--- config.mk ---
export PLATFORM = sky130hd
export DESIGN_NAME = shift_seq_ctrl
export DESIGN_NICKNAME = d
export VERILOG_FILES = /design/src/rtl/shift_seq_ctrl_pkg.sv /design/src/rtl/shift_seq_ctrl_step.sv /design/src/rtl/shift_seq_ctrl.sv
export SDC_FILE = /design/constraint.sdc
export NUM_CORES = 1
export LEC_CHECK = 0
export ABC_AREA = 1
export BUFFER_PORTS_ARGS = -buffer_cell sky130_fd_sc_hd__buf_2
export CAP_MARGIN = 20
export CELL_PAD_IN_SITES_DETAIL_PLACEMENT = 1
export CELL_PAD_IN_SITES_GLOBAL_PLACEMENT = 1
export CORE_UTILIZATION = 40
export CTS_CLUSTER_SIZE = 14
export DETAILED_ROUTE_END_ITERATION = 8
export HOLD_SLACK_MARGIN = 0.12
export PLACE_DENSITY_LB_ADDON = 0.1
export SLEW_MARGIN = 20
export SYNTH_ARGS = -nofsm -noshare
export SYNTH_HDL_FRONTEND = slang
export SYNTH_SLANG_ARGS = --single-unit
--- constraint.sdc ---
create_clock -name clk -period 2.85 [get_ports clk]
set_input_delay 0 -clock clk [delete_from_list [all_inputs] [get_ports clk]]
set_output_delay 0 -clock clk [all_outputs]
set_load 0.02 [all_outputs]
--- src/rtl/shift_seq_ctrl_pkg.sv ---
// Shared definitions for the shift/rotate sequencer: default widths,
// operation encodings and FSM state type.
package shift_seq_ctrl_pkg;

  localparam int WIDTH_DEFAULT = 16;
  localparam int CNT_W_DEFAULT = 4;

  localparam logic [1:0] OP_ROL = 2'b00;
  localparam logic [1:0] OP_SLL = 2'b01;
  localparam logic [1:0] OP_ROR = 2'b10;
  localparam logic [1:0] OP_SRL = 2'b11;

  typedef enum logic [1:0] {
    ST_IDLE = 2'b00,
    ST_RUN  = 2'b01,
    ST_DONE = 2'b10
  } state_t;

endpackage

--- src/rtl/shift_seq_ctrl_step.sv ---
// Single 1-bit shift/rotate stage; the sequencer applies it once per clock.
module shift_step
  import shift_seq_ctrl_pkg::*;
#(
  parameter int WIDTH = WIDTH_DEFAULT
) (
  input  logic [WIDTH-1:0] d,
  input  logic [1:0]       op,
  output logic [WIDTH-1:0] q
);

  always_comb begin
    q = d;
    case (op)
      OP_ROL:  q = {d[WIDTH-2:0], d[WIDTH-1]};
      OP_SLL:  q = {d[WIDTH-2:0], 1'b0};
      OP_ROR:  q = {d[0], d[WIDTH-1:1]};
      OP_SRL:  q = {1'b0, d[WIDTH-1:1]};
      default: q = d;
    endcase
  end

endmodule

--- src/rtl/shift_seq_ctrl.sv ---
// Start/busy/done sequencer performing a multi-bit rotate or shift as a
// series of 1-bit steps, one per clock.
module shift_seq_ctrl
  import shift_seq_ctrl_pkg::*;
#(
  parameter int WIDTH = WIDTH_DEFAULT,
  parameter int CNT_W = CNT_W_DEFAULT
) (
  input  logic             clk,
  input  logic             rst,
  input  logic             start,
  input  logic [1:0]       op,
  input  logic [WIDTH-1:0] in,
  input  logic [CNT_W-1:0] cnt,
  output logic             busy,
  output logic             done,
  output logic [WIDTH-1:0] out
);

  state_t           state_q, state_d;
  logic [WIDTH-1:0] data_q, data_d;
  logic [CNT_W-1:0] rem_q, rem_d;
  logic [1:0]       op_q, op_d;
  logic [WIDTH-1:0] out_q, out_d;
  logic [WIDTH-1:0] step_data;

  shift_step #(.WIDTH(WIDTH)) u_step (
    .d  (data_q),
    .op (op_q),
    .q  (step_data)
  );

  // out is loaded on entry to DONE so it already holds the result while done is high.
  always_comb begin
    state_d = state_q;
    data_d  = data_q;
    rem_d   = rem_q;
    op_d    = op_q;
    out_d   = out_q;
    case (state_q)
      ST_IDLE: begin
        if (start) begin
          data_d = in;
          op_d   = op;
          rem_d  = cnt;
          if (cnt == '0) begin
            state_d = ST_DONE;
            out_d   = in;
          end else begin
            state_d = ST_RUN;
          end
        end
      end
      ST_RUN: begin
        data_d = step_data;
        rem_d  = rem_q - 1'b1;
        if (rem_q == CNT_W'(1)) begin
          state_d = ST_DONE;
          out_d   = step_data;
        end
      end
      ST_DONE: begin
        state_d = ST_IDLE;
      end
      default: begin
        state_d = ST_IDLE;
      end
    endcase
  end

  always_ff @(posedge clk) begin
    if (rst) begin
      state_q <= ST_IDLE;
      data_q  <= '0;
      rem_q   <= '0;
      op_q    <= '0;
      out_q   <= '0;
    end else begin
      state_q <= state_d;
      data_q  <= data_d;
      rem_q   <= rem_d;
      op_q    <= op_d;
      out_q   <= out_d;
    end
  end

  assign busy = (state_q != ST_IDLE);
  assign done = (state_q == ST_DONE);
  assign out  = out_q;

endmodule

==> summary.md, run 1 <==
| Metric | Value |
|---|---|
| Status | completed |
| Core Util, Final | 0.528 |
| Reg clk slew, reported paths | 0.08 ns |
| Final critical-path share of the clock period | 0.668 |
| Worst hold path class | input pin to flop |
| Gate power share | 0.273 |
| Switching share of total power | 0.346 |
| Die width | 73.1 µm |
| Initial antenna violation count | 0 |
| ANT cells | 0 |
| Initial Utilization | 0.422 |
| Area delta synth->final | 25.0% |
| Post-DRT Antenna Nets | 0 |
| Critical-path maximum fanout | 32 |
| Max-cap violation count | 0 |
| Sequential share of the synthesized area | 0.396 |
| Syn Nets | 353 |
| Placement Rows | 25 |
| Clock buffer depth | 2 |
| Drt drc | 0 |
| CTS buffer count | 5 |
| First-pass GRT wire length | 9.67 mm |
| Vias per cell | 4.79 |
| Slew headroom | 0.524 |
| Critical path's largest stage delay | 0.49 ns |
| Crit path DAT | 2.09 ns |
| RR Startpoint | state_q[0] |
| CP Class | flop to flop |
| Die Height | 73.1 µm |
| Cts repair resizes | 0 |
| Clock Latency Late Sink | 0.29 ns |
| Post-synth cell types | 22 |
| Share of cells above drive strength 1 | 0.155 |
| Setup TNS | 0 ns |
| Slew Limit Fails | 0 |
| Leakage | 1.35 nW |
| PD cells | 587 nW/µm² |
| Starting DRT DRC Count | 65 |
| CP startpoint kind | flop |
| Max VDD drop | 0.253 mV |
| Worst setup startpoint | state_q[0] |
| CP top delay family | simple AND/OR/NAND/NOR gates |
| I/O pins | 43 |
| Non-Filler Instances | 447 |
| Post-DP HPWL | 3.75 mm |
| Yosys warning count | 0 |
| Reg2reg path depth | 7 |
| GP Congestion | 0.798 |
| Highest clock rate | 526 MHz |
| Core Footprint | 4790 µm² |
| Wire per inst | 12.8 µm |
| H-tree depth | 2 |
| Sequential Power Share | 0.457 |
| Mean Syn Cell Area | 6.20 µm² |
| R2R setup slack | 0.95 ns |
| GRT Util Overall | 0.237 |
| Unrepaired setup endpoints after global routing | false |
| Placed instance count | 420 |
| Worst-Margin Slew | 0.713 ns |
| Most used cell, CP | nand2_1 |
| CP Depth | 7 |
| Fin crit period | 1.90 ns |
| Cell area after synthesis | 2020 µm² |
| First-pass DRT Iterations | 4 |
| CP endpoint kind | flop |
| Setup crit end | out[7] |
| Worst path slowest cell | nand3_2 |
| Switching Power | 514 µW |
| Clk sinks | 40 |
| Final Setup Violations | 0 |
| Via Count | 2140 |
| Vias in the first global route | 2187 |
| CTS root buf | clkbuf_8 |
| RR Endpoint | out[7] |
| CTS tree | yes |
| Internal power | 969 µW |
| Worst Path Buf+Inv | 1 |
| Total grt overflow | 0 |
| Crit path cell chain | inv_2, nor2_4, nand2_1, nand3_2, nand2_1, nand2_1, nor2_1 |
| Largest net degree at the start of global routing | 33 |
| Die ar. | 5340 µm² |
| Critical path data required time | 3.04 ns |
| Yosys reg bits | 40 |
| Hold Vio Cnt, Final | 0 |
| Syn Inst Count | 326 |
| Final Skew | 0.00835 ns |
| Routed WL | 5.73 mm |
| Nets | 406 |
| Clock power share | 0.270 |
| I/O Buffers | 42 |
## worst min-delay path by stage
stage               startpoint    endpoint  slack, ns  depth (start not counted)
floorplan                op[0]     op_q[0]       0.13                          2
global placement         op[0]     op_q[0]       0.23                          3
detailed placement       op[0]     op_q[0]       0.24                          3
CTS                      in[0]      out[0]       0.13                          5
global route            in[13]  data_q[13]       0.15                          5
finish                  in[13]  data_q[13]       0.13                          5
## layout by cell type, fill, tap and decap left out
| master | netlist | final |
|---|---|---|
| nand3_1 | 2 | 2 |
| clkbuf_1 | 4 | 1 |
| or2_2 | 1 | 1 |
| dlygate4sd3_1 | 0 | 19 |
| dfxtp_1 | 40 | 40 |
| clkbuf_8 | 0 | 6 |
| ha_1 | 2 | 2 |
| nand3b_1 | 1 | 1 |
| a211oi_1 | 1 | 1 |
| xor2_1 | 1 | 1 |
| nand3_2 | 1 | 1 |
| nand2_2 | 1 | 1 |
| a21oi_1 | 8 | 8 |
| buf_2 | 10 | 42 |
| nor2_1 | 95 | 95 |
| clkinvlp_4 | 0 | 1 |
| inv_1 | 36 | 36 |
| nor2_4 | 1 | 1 |
| buf_4 | 1 | 2 |
| o21ai_0 | 32 | 32 |
| inv_2 | 4 | 4 |
| o21ai_1 | 18 | 18 |
| nand2_1 | 65 | 65 |
## registers in the layout, indices dropped and copies added, names as in the netlist
signal / count
state_q: 2
out: 16
data_q: 16
rem_q: 4
op_q: 2
## power groups by stage
stage | Sequential, mW | Clock [mW] | Combinational, mW
floorplan | 0.707 | 0 | 0.257
global placement | 0.689 | 0 | 0.372
detailed placement | 0.691 | 0 | 0.385
CTS | 0.678 | 0.417 | 0.408
global route | 0.688 | 0.441 | 0.462
finish | 0.678 | 0.400 | 0.405
## cells by family (layout without fill, tap and decap cells)
group           after synthesis  in the layout  synth area share
buf+inv                      57            111             0.118
simple gates                167            167             0.322
compound gates               59             59             0.147
fa+ha+maj                     2              2            0.0124
xor+xnor                      1              1           0.00433
flops                        40             40             0.396
## metrics by stage
stage | power (mW) | worst slack (ns) | area, µm² | hold WS [ns]
after CTS | 1.50 | 0.913 | 2530 | 0.131
final | 1.48 | 0.947 | 2530 | 0.127
after detailed placement | 1.08 | 0.930 | 2240 | 0.244
after global placement | 1.06 | 1.04 | 2240 | 0.230
after global routing | 1.59 | 0.718 | 2530 | 0.150
after floorplan | 0.964 | 1.65 | 2020 | 0.135
## synth_stat cells (all sizes together)
master / instances / share of area
a211oi: 1 / 0.0037
a21oi: 8 / 0.020
buf: 13 / 0.036
clkbuf: 4 / 0.0074
dfxtp: 40 / 0.40
ha: 2 / 0.012
inv: 40 / 0.074
nand2: 66 / 0.12
nand3: 3 / 0.0099
nand3b: 1 / 0.0037
nor2: 96 / 0.18
o21ai: 50 / 0.12
or2: 1 / 0.0031
xor2: 1 / 0.0043
## per-layer routing
metal | global-route usage | wire (µm)
met1 | 0.280 | 2700
met2 | 0.422 | 2760
met3 | 0.0442 | 168
met4 | 0.0893 | 102
met5 | 0 | 0
## area by class of cell
type / count / area, µm²
multi-input cells: 229 / 983
clock inverters: 1 / 7.51
repair buffers: 63 / 415
flip-flops and latches: 40 / 801
inverters: 40 / 150
fillers: 679 / 2260
clock buffers: 7 / 86.3
well taps: 67 / 83.8
## timing repair
action / 4_1_cts / 5_1_grt
setup buffers: 0 / 0
hold buffers: 19 / 0
endpoints found under the hold margin: 29 / 0
## worst reg2reg max path, stage by stage, from the launching register on
cell	delay, ns
dfxtp_1	0.40
inv_2	0.07
nor2_4	0.37
nand2_1	0.18
nand3_2	0.49
nand2_1	0.15
nand2_1	0.10
nor2_1	0.05
No activity file was read; power rests on OpenSTA's default activity.
==> run 2: changes to the inputs <==
--- a/config.mk
+++ b/config.mk
@@ -5,12 +5,12 @@
 export SDC_FILE = /design/constraint.sdc
 export NUM_CORES = 1
 export LEC_CHECK = 0
-export ABC_AREA = 1
+export ABC_AREA = 0
 export BUFFER_PORTS_ARGS = -buffer_cell sky130_fd_sc_hd__buf_2
 export CAP_MARGIN = 20
 export CELL_PAD_IN_SITES_DETAIL_PLACEMENT = 1
 export CELL_PAD_IN_SITES_GLOBAL_PLACEMENT = 1
-export CORE_UTILIZATION = 40
+export CORE_UTILIZATION = 36
 export CTS_CLUSTER_SIZE = 14
 export DETAILED_ROUTE_END_ITERATION = 8
 export HOLD_SLACK_MARGIN = 0.12
==> constraint.sdc (replaced) <==
create_clock -name clk -period 1.7 [get_ports clk]
set_input_delay 0 -clock clk [delete_from_list [all_inputs] [get_ports clk]]
set_output_delay 0 -clock clk [all_outputs]
set_load 0.02 [all_outputs]
==> summary.md, run 2 <==
| Metric | Value |
|---|---|
| Yosys warning count | 0 (unchanged) |
| Hold Path Origin | rst |
| I/O Buffers | 42 (unchanged) |
| Hold Vio Cnt, Final | 0 (unchanged) |
| Clk sinks | 40 (unchanged) |
| Placed instance count | 345 (-18%) |
| Post-synth cell types | 31 (+41%) |
| Clock Latency Late Sink | 0.29 ns (about the same) |
| Highest clock rate | 646 MHz (+23%) |
| Wire per inst | 14.9 µm (+17%) |
| Final Setup Violations | 0 (unchanged) |
| Vias per cell | 5.18 (+8.3%) |
| Cell area after synthesis | 2040 µm² (+0.68%) |
| Initial Utilization | 0.372 (-0.0505) |
| Area delta synth->final | 31.1% |
| Leading cell types in the layout, fill and taps excluded | nand2_1 (47), buf_2 (42), dfxtp_1 (40) |
| Critical path data required time | 1.93 ns (-1.11 ns) |
| Max VDD drop | 0.476 mV (+88%) |
| Largest net degree at the start of global routing | 32 (-3.0%) |
| Critical path's largest stage delay | 0.43 ns (-0.06 ns) |
| PD cells | 866 nW/µm² (+48%) |
| Yosys reg bits | 40 (unchanged) |
| Initial antenna violation count | 0 (unchanged) |
| Crit path cell chain | and2b_1, a32oi_2, buf_4, nand2_1, a21oi_2 |
| RR Startpoint | state_q[1] |
| Die ar. | 5960 µm² (+12%) |
| ANT cells | 0 (unchanged) |
| Slew Limit Fails | 0 (unchanged) |
| Synth cell count leaders | nand2_1 (47), dfxtp_1 (40), a21oi_1 (26) |
| CP Class | flop to flop |
| Leakage | 1.01 nW (-25%) |
| Synth Area in Compound Gates | 0.285 (+0.138) |
| Postcts setup bufs | 0 (unchanged) |
| CTS root buf | clkbuf_8 |
| Hold Path Cell Cnt | 2 (-3) |
| Main synth FF type | dfxtp_1 |
| Nets | 326 (-20%) |
| R2R setup slack | 0.15 ns (-0.80 ns) |
| Syn Nets | 261 (-26%) |
| Slew headroom | 0.673 (+0.149) |
| Reg clk slew, reported paths | 0.08 ns (about the same) |
| RR Endpoint | out[12] |
| Sequential share of the synthesized area | 0.393 (-0.00268) |
| Count leader, synth | nand2_1 |
| H-tree depth | 2 (unchanged) |
| FFs w/ async S/R, synth | 0 (unchanged) |
| Syn Inst Count | 234 (-28%) |
| Routed WL | 5.56 mm (-3.0%) |
| First-pass GRT wire length | 9.71 mm (+0.43%) |
| Dominant cells by area after synthesis | dfxtp_1 (39%), nand2_1 (8.7%), mux2i_1 (7.4%) |
| Share of cells above drive strength 1 | 0.297 (+0.141) |
| GRT Util Overall | 0.207 (-0.0303) |
| Fin crit period | 1.55 ns (-0.354 ns) |
| Reg2reg path depth | 5 (-2) |
| Post-Synth Adder-Cell Area | 0.0123 (-0.0000837) |
| Post-synth EDFFs | 0 (unchanged) |
| Largest family of logic cells by synthesized area | compound AO/OA/AOI/OAI gates |
| Drt drc | 0 (unchanged) |
| Synth top area share | 0.393 (-0.00268) |
| CTS buffer count | 5 (unchanged) |
| Clock buffer depth | 2 (unchanged) |
| Total grt overflow | 0 (unchanged) |
| Worst-Margin Slew | 0.487 ns (-0.226 ns) |
| Die width | 77.2 µm (+5.6%) |
| Simple-gate share of the synthesized area | 0.178 (-0.144) |
| CP endpoint kind | flop |
| Non-Filler Instances | 372 (-17%) |
| Final Skew | 0.00617 ns (-0.00218 ns) |
| Commonest non-fill, non-tap cell in the layout | nand2_1 |
| Final critical-path share of the clock period | 0.911 (+0.243) |
| Critical-path maximum fanout | 12 (-63%) |
| GP Congestion | 0.734 (-8.1%) |
| Mean Syn Cell Area | 8.70 µm² (+40%) |
| Unrepaired setup endpoints after global routing | false |
| Core Footprint | 5470 µm² (+14%) |
| First-pass DRT Iterations | 4 (unchanged) |
| Post-DP HPWL | 3.82 mm (+1.9%) |
| Max-cap violation count | 0 (unchanged) |
| Post-Synth XOR/XNOR Area | 0 (-0.00433) |
| Die Height | 77.2 µm (+5.6%) |
| Setup TNS | 0 ns (unchanged) |
| Worst hold path class | input pin to flop |
| Starting DRT DRC Count | 77 (+18%) |
| Post-synthesis mux area share | 0.0738 (+0.0738) |
| CTS tree | yes |
| I/O pins | 43 (unchanged) |
| Via Count | 1928 (-9.9%) |
| CP startpoint kind | flop |
| Cell taking the most area after synthesis | dfxtp_1 |
| Fillers | 686 (+1.0%) |
| Vias in the first global route | 2010 (-8.1%) |
| Post-DRT Antenna Nets | 0 (unchanged) |
| Status | completed |
| Placement Rows | 27 (+8.0%) |
| Hold Crit Endpoint | rem_q[2] |
| Crit path DAT | 1.78 ns (-0.31 ns) |
| Worst path slowest cell | dfxtp_1 |
run 2: cell types whose count changed after synthesis, sizes merged, moves of 15 or more:
cell    previous run  this run
o211ai             0        28
nand2             66        47
o21ai             50         0
mux2i              0        15
a21oi              8        36
inv               40         4
nor2              96        13
run 2: area by class of cell:
cell class	count	area, µm²	share of cell area
inverters	4	15.0	0.00563
multi-input cells	172	1130	0.424
repair buffers	76	542	0.203
well taps	72	90.1	0.0338
flip-flops and latches	40	801	0.300
clock buffers	8	90.1	0.0338
run 2: layer usage:
| layer | up-vias | wire [µm] | GRT usage | part of all wire |
|---|---|---|---|---|
| li1 | 967 | - | - | - |
| met1 | 916 | 2640 | 0.270 | 0.48 |
| met2 | 40 | 2630 | 0.345 | 0.47 |
| met3 | 5 | 229 | 0.0417 | 0.041 |
| met4 | 0 | 56 | 0.0509 | 0.010 |
| met5 | - | 0 | 0 | 0 |
run 2: how the worst max path moves through the flow:
| stage | startpoint | end | slack [ns] | cells after the start |
|---|---|---|---|---|
| 2_1_floorplan | state_q[1] | out[5] | 0.22 | 7 |
| 3_3_place_gp | state_q[0] | data_q[5] | 0.09 | 6 |
| 3_5_place_dp | state_q[0] | data_q[13] | 0.08 | 6 |
| 4_1_cts | state_q[0] | data_q[5] | 0.06 | 6 |
| 5_1_grt | state_q[1] | out[7] | 0.02 | 5 |
| 6_report | state_q[1] | out[12] | 0.15 | 5 |
run 2: timing repair:
| item | in CTS | in global routing |
|---|---|---|
| hold endpoints to repair | 34 | 0 |
| endpoints found under the setup margin | 0 | 17 |
| gates resized for setup | 0 | 3 |
| hold buffers | 19 | 0 |
run 2: through the flow:
step | hold slack, ns | util | total power, mW | cell area [µm²] | setup slack (ns)
floorplan | 0.139 | - | 1.45 | 2040 | 0.225
global placement | 0.237 | 0.433 | 1.62 | 2370 | 0.0946
detailed placement | 0.265 | 0.433 | 1.63 | 2370 | 0.0782
CTS | 0.137 | 0.485 | 2.34 | 2650 | 0.0616
global route | 0.166 | 0.488 | 2.46 | 2670 | 0.0151
finish | 0.144 | 0.488 | 2.31 | 2670 | 0.151
run 2: worst max-delay path: cells and delay by family (launching register included):
kind	cells	cell delay, ns
buffers and inverters	1	0.26
AND/OR/NAND/NOR	2	0.37
AO/OA/AOI/OAI	2	0.42
flip-flops	1	0.43
run 2: kinds of logic (layout without fill, tap and decap cells):
group / Yosys count / in the layout
flip-flops: 40 / 40
AND/OR/NAND/NOR: 79 / 79
buffers and inverters: 22 / 88
adder cells (fa/ha/maj): 2 / 2
multiplexers: 15 / 15
AO/OA/AOI/OAI: 76 / 76
run 2: report_power, final:
group          internal (mW)  switching, mW  leakage, nW
Combinational          0.249          0.324        0.640
Clock                  0.332          0.335       0.0455
Sequential              1.01         0.0603        0.328
